==> src/rtl/mult_scan_pkg.sv <==
// rtl/mult_scan_pkg.sv - shared FSM state type and 7-segment constants for mult_scan_display
package mult_scan_pkg;

   typedef enum logic [1:0] {
      ST_IDLE,
      ST_MULT,
      ST_BCD,
      ST_DONE
   } state_t;

   // Active-high segments {g,f,e,d,c,b,a}
   localparam logic [6:0] SEG_0     = 7'h3F;
   localparam logic [6:0] SEG_1     = 7'h06;
   localparam logic [6:0] SEG_2     = 7'h5B;
   localparam logic [6:0] SEG_3     = 7'h4F;
   localparam logic [6:0] SEG_4     = 7'h66;
   localparam logic [6:0] SEG_5     = 7'h6D;
   localparam logic [6:0] SEG_6     = 7'h7D;
   localparam logic [6:0] SEG_7     = 7'h07;
   localparam logic [6:0] SEG_8     = 7'h7F;
   localparam logic [6:0] SEG_9     = 7'h6F;
   localparam logic [6:0] SEG_BLANK = 7'h00;

endpackage

==> src/rtl/mult_scan_display_if.sv <==
// rtl/mult_scan_display_if.sv - start/busy/done handshake and product bus of mult_scan_display
interface mult_scan_display_if #(
   parameter int FACTOR_W = 3
);
   logic [FACTOR_W-1:0]   i_factor_a;
   logic [FACTOR_W-1:0]   i_factor_b;
   logic                  i_start;
   logic                  o_busy;
   logic                  o_done;
   logic [2*FACTOR_W-1:0] o_product;

   modport master (
      output i_factor_a, i_factor_b, i_start,
      input  o_busy, o_done, o_product
   );

   modport slave (
      input  i_factor_a, i_factor_b, i_start,
      output o_busy, o_done, o_product
   );
endinterface

==> src/rtl/seg7_decoder.sv <==
// rtl/seg7_decoder.sv - combinational BCD nibble to 7-segment decoder
module seg7_decoder
   import mult_scan_pkg::*;
(
   input  logic [3:0] bcd,
   output logic [6:0] segments
);

   always_comb begin
      segments = SEG_BLANK;
      case (bcd)
         4'd0:    segments = SEG_0;
         4'd1:    segments = SEG_1;
         4'd2:    segments = SEG_2;
         4'd3:    segments = SEG_3;
         4'd4:    segments = SEG_4;
         4'd5:    segments = SEG_5;
         4'd6:    segments = SEG_6;
         4'd7:    segments = SEG_7;
         4'd8:    segments = SEG_8;
         4'd9:    segments = SEG_9;
         default: segments = SEG_BLANK;
      endcase
   end

endmodule

==> src/rtl/mult_scan_display.sv <==
// rtl/mult_scan_display.sv - shift-add multiplier, double-dabble BCD and scanned 7-segment display
// Optional leading-zero blanking: define MULT_SCAN_BLANK_EN.
module mult_scan_display
   import mult_scan_pkg::*;
#(
   parameter int FACTOR_W   = 3,
   parameter int NUM_DIGITS = 2,
   parameter int DIGIT_HOLD = 1024
) (
   input  logic                  clk,
   input  logic                  reset,
   mult_scan_display_if.slave    bus,
   output logic [6:0]            o_segments,
   output logic [NUM_DIGITS-1:0] o_digit_sel
);

   localparam int PW = 2 * FACTOR_W;
   localparam int BW = 4 * NUM_DIGITS;
   localparam int CW = $clog2(PW + 1);
   localparam int HW = (DIGIT_HOLD > 1) ? $clog2(DIGIT_HOLD) : 1;
   localparam int IW = (NUM_DIGITS > 1) ? $clog2(NUM_DIGITS) : 1;

   state_t state, state_next;

   logic [CW-1:0]       step;
   logic                last_mult, last_bcd;
   logic [PW-1:0]       mcand, acc, acc_next, bin_sh, product;
   logic [FACTOR_W-1:0] mplier;
   logic [BW-1:0]       bcd, bcd_adj, bcd_next, digits;

   assign last_mult = (step == CW'(FACTOR_W - 1));
   assign last_bcd  = (step == CW'(PW - 1));

   always_ff @(posedge clk) begin
      if (reset) state <= ST_IDLE;
      else       state <= state_next;
   end

   always_comb begin
      state_next = state;
      case (state)
         ST_IDLE: if (bus.i_start) state_next = ST_MULT;
         ST_MULT: if (last_mult)   state_next = ST_BCD;
         ST_BCD:  if (last_bcd)    state_next = ST_DONE;
         ST_DONE: state_next = ST_IDLE;
         default: state_next = ST_IDLE;
      endcase
   end

   assign acc_next = acc + (mplier[0] ? mcand : '0);

   always_comb begin
      bcd_adj = bcd;
      for (int i = 0; i < NUM_DIGITS; i++) begin
         if (bcd[4*i +: 4] >= 4'd5) bcd_adj[4*i +: 4] = bcd[4*i +: 4] + 4'd3;
      end
   end

   assign bcd_next = {bcd_adj[BW-2:0], bin_sh[PW-1]};

   always_ff @(posedge clk) begin
      if (reset) begin
         step    <= '0;
         mcand   <= '0;
         mplier  <= '0;
         acc     <= '0;
         bin_sh  <= '0;
         bcd     <= '0;
         digits  <= '0;
         product <= '0;
      end else begin
         case (state)
            ST_IDLE: begin
               if (bus.i_start) begin
                  mcand  <= PW'(bus.i_factor_a);
                  mplier <= bus.i_factor_b;
                  acc    <= '0;
                  step   <= '0;
               end
            end
            ST_MULT: begin
               acc    <= acc_next;
               mcand  <= mcand << 1;
               mplier <= mplier >> 1;
               if (last_mult) begin
                  step   <= '0;
                  bin_sh <= acc_next;
                  bcd    <= '0;
               end else begin
                  step <= step + 1'b1;
               end
            end
            ST_BCD: begin
               bcd    <= bcd_next;
               bin_sh <= bin_sh << 1;
               if (last_bcd) begin
                  // Product and digits commit together so the display never shows a partial result
                  step    <= '0;
                  digits  <= bcd_next;
                  product <= acc;
               end else begin
                  step <= step + 1'b1;
               end
            end
            default: ;
         endcase
      end
   end

   assign bus.o_busy    = (state == ST_MULT) || (state == ST_BCD);
   assign bus.o_done    = (state == ST_DONE);
   assign bus.o_product = product;

   logic [HW-1:0] hold;
   logic [IW-1:0] idx;
   logic [6:0]    dec_seg;

   always_ff @(posedge clk) begin
      if (reset) begin
         hold <= '0;
         idx  <= '0;
      end else if (hold == HW'(DIGIT_HOLD - 1)) begin
         hold <= '0;
         idx  <= (idx == IW'(NUM_DIGITS - 1)) ? '0 : idx + 1'b1;
      end else begin
         hold <= hold + 1'b1;
      end
   end

   assign o_digit_sel = NUM_DIGITS'(1) << idx;

   seg7_decoder u_seg7 (
      .bcd      (digits[{idx, 2'b00} +: 4]),
      .segments (dec_seg)
   );

`ifdef MULT_SCAN_BLANK_EN
   // zero_run[i]: digit i and every more-significant digit are zero
   logic [NUM_DIGITS:0] zero_run;

   always_comb begin
      zero_run             = '0;
      zero_run[NUM_DIGITS] = 1'b1;
      for (int i = NUM_DIGITS - 1; i >= 0; i--) begin
         zero_run[i] = zero_run[i+1] && (digits[4*i +: 4] == 4'd0);
      end
   end

   assign o_segments = ((idx != '0) && zero_run[idx]) ? SEG_BLANK : dec_seg;
`else
   assign o_segments = dec_seg;
`endif

endmodule
==> src/flat_wrapper.sv <==
// flat-port wrapper written by rule: the top's interface ports become plain ports
module mult_scan_display_flat import mult_scan_pkg::*;
#(
   parameter int FACTOR_W   = 3,
   parameter int NUM_DIGITS = 2,
   parameter int DIGIT_HOLD = 1024
)
  (clk, reset, o_segments, o_digit_sel, bus_i_factor_a, bus_i_factor_b, bus_i_start, bus_o_busy, bus_o_done, bus_o_product);
  mult_scan_display_if #(.FACTOR_W(FACTOR_W)) bus_i ();
  input  logic clk;
  input  logic reset;
  output logic [6:0] o_segments;
  output logic [NUM_DIGITS-1:0] o_digit_sel;
  input wire logic [$bits(bus_i.i_factor_a)-1:0] bus_i_factor_a;
  input wire logic [$bits(bus_i.i_factor_b)-1:0] bus_i_factor_b;
  input wire logic [$bits(bus_i.i_start)-1:0] bus_i_start;
  output wire logic [$bits(bus_i.o_busy)-1:0] bus_o_busy;
  output wire logic [$bits(bus_i.o_done)-1:0] bus_o_done;
  output wire logic [$bits(bus_i.o_product)-1:0] bus_o_product;
  assign bus_i.i_factor_a = bus_i_factor_a;
  assign bus_i.i_factor_b = bus_i_factor_b;
  assign bus_i.i_start = bus_i_start;
  assign bus_o_busy = bus_i.o_busy;
  assign bus_o_done = bus_i.o_done;
  assign bus_o_product = bus_i.o_product;
  mult_scan_display #(.FACTOR_W(FACTOR_W), .NUM_DIGITS(NUM_DIGITS), .DIGIT_HOLD(DIGIT_HOLD)) u_core (.clk(clk), .reset(reset), .bus(bus_i), .o_segments(o_segments), .o_digit_sel(o_digit_sel));
endmodule
==> config.mk <==
export PLATFORM = sky130hd
export DESIGN_NAME = mult_scan_display_flat
export DESIGN_NICKNAME = d
export VERILOG_FILES = /design/src/rtl/mult_scan_pkg.sv /design/src/rtl/mult_scan_display_if.sv /design/src/rtl/seg7_decoder.sv /design/src/rtl/mult_scan_display.sv /design/src/flat_wrapper.sv
export SDC_FILE = /design/constraint.sdc
export NUM_CORES = 1
export LEC_CHECK = 0
export BUFFER_PORTS_ARGS = -buffer_cell sky130_fd_sc_hd__buf_2
export CORE_MARGIN = 5
export CORE_UTILIZATION = 40
export DETAILED_ROUTE_END_ITERATION = 16
export GPL_TIMING_DRIVEN = 0
export PLACE_DENSITY = 0.63
export RECOVER_POWER = 25
export SLEW_MARGIN = 20
export SYNTH_ARGS = -nofsm -noshare
export SYNTH_HDL_FRONTEND = slang
export SYNTH_HIERARCHICAL = 1
export SYNTH_SLANG_ARGS = --single-unit
==> constraint.sdc <==
create_clock -name clk -period 2.6 [get_ports clk]
set_input_delay 0.26 -clock clk [delete_from_list [all_inputs] [get_ports clk]]
set_output_delay 0.26 -clock clk [all_outputs]
set_load 0.01 [all_outputs]
* After elaboration in Yosys (flattened, before gate mapping)
Memories as Yosys holds them, arrays and structs flattened. Index checks and enable logic that the tools add are counted.
Word-level totals: flip-flop bits (word level) 59, memory bits (read-only) 112, input port bits 9, memories kept 1
Memories:
- (name not given) | words 16, bits a word 7, rd ports 1, clocked after memory_dff 0, write ports 0, RTL line seg7_decoder.sv:11 | case (bcd)
Cells by class: $add $sub $neg 6, $lt $le $gt $ge 2, eq/ne operators 9, shift-type cells 2, multiplexer cells 22, reduce and logical (&&, ||, !) cells 11
Operators by type and width (count):
- one-hot mux 6 bit (2 select lines) | 3
- 2-to-1 mux 6 bit | 4
- one-hot mux 8 bit (2 select lines) | 1
- 2-to-1 mux 3 bit | 5
- adder 10 x 1 -> 10 bit, second input constant | 1
- == test 10 bit, second input constant | 1
- one-hot mux 3 bit (3 select lines) | 1
- greater-or-equal comparator 4 x 3 -> 1 bit, second input constant | 2
- 2-to-1 mux 8 bit | 1
- one-hot mux 2 bit (4 select lines) | 1
- AND reduction 2 bit | 4
- variable part select 8 x 4 -> 4 bit | 1
- adder 6 bit | 1
- 2-to-1 mux 2 bit | 3
- one-hot mux 3 bit (2 select lines) | 1
- adder 4 x 2 -> 4 bit, second input constant | 1
- == test 2 bit, second input constant | 2
- 2-to-1 mux 4 bit | 1
- inequality test 2 x 1 -> 1 bit, second input constant | 2
- nonzero test 2 bit | 2
- adder 3 x 1 -> 3 bit, second input constant | 1
- adder 3 x 2 -> 3 bit, second input constant | 1
- == test 3 x 2 -> 1 bit, second input constant | 1
- == test 3 bit, second input constant | 1
- other kinds (10) | 10

* Logic depth before layout (Yosys ltp)
depth after elaboration 4, gate-level depth with buffers 8

* Hierarchy
The synthesis kept the hierarchy.
By module, submodules not included:
- mult_scan_display | times used 1, cells each 327, area an instance 2906.5 µm², seq. area each 1181.1 µm²
- seg7_decoder | times used 1, cells each 28, area an instance 219.0 µm², seq. area each 0.0 µm²

* Worst setup path after synthesis
No wires, ideal clock.
path kind register to register, from register u_core.mplier[0], to register u_core.bin_sh[4], setup time 0.116 ns, arrival time 1.784 ns, data required time 2.484 ns, slack 0.700 ns, stages on the path, launching flop included 9, buffers on the path 0, period minus slack after synthesis 1.900 ns, cells stage by stage dfxtp_1 -> and2_1 -> ha_1 -> fa_1 -> a21o_1 -> a21oi_1 -> xor2_1 -> o211ai_1 -> o211a_1
Between the ends: cells in the longest elaborated chain, start to end 4
RTL lines:
- start, declared | RTL line mult_scan_display.sv:28 | logic [FACTOR_W-1:0] mplier;
- start signal, assigned | RTL line mult_scan_display.sv:76 | mplier <= bus.i_factor_b;
- start signal, assigned | RTL line mult_scan_display.sv:84 | mplier <= mplier >> 1;
- 2-to-1 mux 6 bit | RTL line mult_scan_display.sv:50 | assign acc_next = acc + (mplier[0] ? mcand : '0);
- adder 6 bit | RTL line mult_scan_display.sv:50
- 2-to-1 mux 6 bit | RTL line mult_scan_display.sv:85 | if (last_mult) begin
- one-hot mux 6 bit (2 select lines) | RTL line mult_scan_display.sv:72 | case (state)
- end signal, assigned | RTL line mult_scan_display.sv:87 | bin_sh <= acc_next;
- end signal, assigned | RTL line mult_scan_display.sv:95 | bin_sh <= bin_sh << 1;
- end, declared | RTL line mult_scan_display.sv:27 | logic [PW-1:0] mcand, acc, acc_next, bin_sh, product;
Every way passes these cells. The select of a mux whose other input is x is not followed. A chain may end at the register's enable or synchronous reset.

* Final worst setup path
from register u_core.idx, to output port o_segments[0]
Between the ends: cells in the longest elaborated chain, start to end 2
RTL lines:
- start, declared | RTL line mult_scan_display.sv:115 | logic [IW-1:0] idx;
- start signal, assigned | RTL line mult_scan_display.sv:124 | idx <= (idx == IW'(NUM_DIGITS - 1)) ? '0 : idx + 1'b1;
- variable part select 8 x 4 -> 4 bit | RTL line mult_scan_display.sv:133 | .bcd (digits[{idx, 2'b00} +: 4]),
- memory read (16 x 7 bit)
- end, declared | RTL line flat_wrapper.sv:12 | output logic [6:0] o_segments;
Every way passes these cells.

==> flow_summary_export.csv <==
group,metric,value,unit
yosys,synth_top_family_by_area,"simple AND/OR/NAND/NOR gates",
grt,antenna_found_initial,0,
clock_network,cts_buffers,9,
pwr,pwr-share-clk,33.4,%
status,status,"finished, final reports clean",
sta,period_minus_slack,2380,ps
grt,use_met3,4.14,%
route,wirelength,6330,µm
grt,use_met2,21.9,%
clock_network,clk_latency,340,ps
grt,top_usage_layer,"met2",
grt,grt_start_max_net_pins,11,
critical_path,critPathRequiredTime,2340,ps
placed_design,globalplace.congestion,0.792,
pwr,power.switching,937,µW
grt,grt_pass1_wl,10900,µm
route,wl_per_cell,12.7,µm
critical_path,cp_slowest_stage_delay,460,ps
yosys,synth.top_cell.area_share,37.8,%
yosys,synth-compound-area-share,17.9,%
die,rows,32,
clock_network,postCtsSetupBuffers,0,
yosys,synth_fp_nets,386,
clock_network,cts_hold_buf,0,
route,vias_per_cell,5.01,
clock_network,clkTransAtPathRegs,60,ps
critical_path,cp_cell_sequence,"clkbuf_1, mux2_2, inv_2, ha_1, nor2_1, a21oi_1, o22ai_1, buf_2",
sta,finalSetupTns,0,ps
yosys,synthCells,355,
clock_network,cts_tree,"yes",
final_layout,fill_cells,778,
clock_network,cts-root-buf,"clkbuf_8",
sta,min_period_over_period,91.4,%
yosys,ys_seq_area_share,37.8,%
route,ant_nets,0,
pwr,combPwrFrac,29.1,%
sta,setup_violations,0,
final_layout,drive_gt1_share,14.7,%
pwr,p_seq_share,37.5,%
yosys,synth.largest_area_cell,"dfxtp_1",
clock_network,ctsResizeCount,0,
pwr,swShare,33.1,%
final_layout,nets,421,
grt,grt_use_total,13.7,%
min_path,worstHoldPathType,"primary input to flip-flop",
clock_network,clock_path_buffers,2,
route,drc,0,
critical_path,end_kind,"output pin",
grt,gr-total-overflow,0,
placed_design,hpwl,4720,µm
sta,worst_pin_slew,602,ps
final_layout,syn_to_final_growth,14.7,%
placed_design,numPortBuffers,24,
yosys,synth_area,0.00313,mm²
critical_path,critPathKind,"flip-flop to output pin",
final_layout,layout.cells.non_filler,497,
yosys,synthArstFlopShare,0,%
grt,met1_usage,17.8,%
yosys,synthAdderAreaFrac,9.05,%
final_layout,n_antenna_cell,0,
route,num_vias,2490,
yosys,ys_top_cells_by_count,"59 x dfxtp_1, 43 x nor2_1, 35 x nand2_1",
sta,skew,9.03,ps
yosys,synth_edf_count,0,
sta,finalMaxSlewViolations,0,
critical_path,cp-start-kind,"flip-flop",
route,drt_iter0_drc,98,
yosys,ys.flop_type,"dfxtp_1",
die,coreArea,0.00769,mm²
yosys,netlist_top_cells_area,"dfxtp_1 38%, ha_1 8.4%, nor2_1 5.2%",
yosys,netlist-cell-type-count,54,
grt,grt_pass1_vias,2403,
sta,fmax,0.421,GHz
flow_run,cap_violations,0,
die,die-area,0.00968,mm²
pwr,internal-power,1890,µW
critical_path,critPathMaxFanout,7,
pwr,p_per_area,789,mW/mm²
pwr,max-vdd-ir-drop,460,µV
sta,finalHoldViolations,0,
die,die_w,98.4,µm
pwr,power_leakage,0.00139,µW
die,die_height,98.4,µm
clock_network,htreeDepth,3,
yosys,yosysMostFrequentCell,"dfxtp_1",
yosys,syn_avg_cell_area,8.80,µm²
route,drt_first_pass_iters,4,
sta,rsz0062_at_grt,"false",
critical_path,crit_slowest_cell,"mux2_2",
clock_network,cts.sinks,59,
yosys,synthMuxAreaShare,4.64,%
critical_path,cp_data_arrival_time,2120,ps
yosys,ys_ff_latch,59,
sta,relSlewSlack,59.8,%
die,initial_core_util,40.7,%
die,io_pins,26,
yosys,synth-xor-area-share,4.76,%
placed_design,dp.cells,481,
yosys,yosys_warnings,6,
yosys,synth_simple_gate_area_share,20.3,%
## worst max-delay path: cells and delay by family, from the launching register on
family                     cells  cell delay (ps)
AOI/OAI and AO/OA              2              270
adders and majority gates      1              140
buffers and inverters          3              550
DFF                            1              320
muxes                          1              460
and+or+nand+nor                1               40
## cell type report
| class | count | area [µm²] | area share, % |
|---|---|---|---|
| plain buffers | 19 | 108 | 3.00 |
| repair buffers | 24 | 108 | 3.00 |
| clock inverters | 5 | 75.1 | 2.09 |
| well taps | 102 | 128 | 3.56 |
| flip-flops and latches | 59 | 1180 | 32.9 |
| multi-input cells | 260 | 1770 | 49.4 |
| inverters | 17 | 63.8 | 1.78 |
| clock buffers | 11 | 151 | 4.22 |
## cells in the final DEF (no fill, tap or decap), types with 3 or more instances in the layout
cell,Yosys,final
a211oi_1,9,9
a21o_1,3,3
a21oi_1,24,24
a22oi_1,16,16
and2_1,7,7
and3_1,3,3
buf_2,4,16
buf_6,4,4
clkbuf_1,10,22
clkbuf_8,0,11
clkinv_2,0,3
dfxtp_1,59,59
ha_1,21,21
inv_1,16,16
mux2_2,4,4
mux2i_1,10,10
nand2_1,35,35
nand2b_1,5,5
nand3_1,9,9
nor2_1,43,43
nor2_4,3,3
nor3_1,4,4
nor3b_1,4,4
o21ai_0,8,8
o22ai_1,6,6
xnor2_1,9,9
xor2_1,8,8
## kinds of logic after synthesis
logic type,after synthesis
muxes,14
xor gates and xnor gates,17
buffers and inverters,36
AOI/OAI and AO/OA,81
and+or+nand+nor,126
DFF,59
adders and majority gates,22
## state kept, by name (all words and copies together) (netlist names)
signal,flops
u_core/bus.o_product,6
u_core/bin_sh,6
u_core/digits,8
u_core/acc,6
u_core/mplier,3
u_core/bcd,8
u_core/state,2
u_core/step,3
u_core/idx,1
u_core/mcand,6
u_core/hold,10
## path summary, 6_finish.rpt
check,cells past startpoint,from,to,slack (ps)
max,8,u_core/idx,o_segments[0],220
min,3,bus_i_factor_a[0],u_core/mcand[0],160
max reg2reg,8,u_core/mplier[0],u_core/bin_sh[4],490
min reg2reg,2,u_core/bus.o_product[2],u_core/bus.o_product[2],450
## metrics by stage
step	total power [µW]	hold slack, ps	utilization (%)	instance area (µm²)	setup WS (ps)
after floorplan	1730	408	-	3130	700
after global placement	1900	444	43.9	3370	508
after detailed placement	1910	445	43.9	3370	508
after CTS	2860	159	46.8	3600	194
after global routing	3020	172	46.6	3580	66.2
final	2830	165	46.6	3580	225
## per-layer routing
layer	share of wire [%]	vias to the layer above	routed length, µm
met4	1.4	0	86
met3	4.3	8	274
met1	49	1146	3130
met5	0	-	0
li1	-	1299	-
met2	45	37	2840
## power groups by stage
stage | sequential [µW] | clock [µW] | combinational [µW]
after floorplan | 1060 | 0 | 669
after global placement | 1080 | 0 | 822
after detailed placement | 1080 | 0 | 831
after CTS | 1060 | 963 | 835
after global routing | 1070 | 1010 | 935
final | 1060 | 946 | 824
Note: power is estimated with default switching activity, not from simulation.
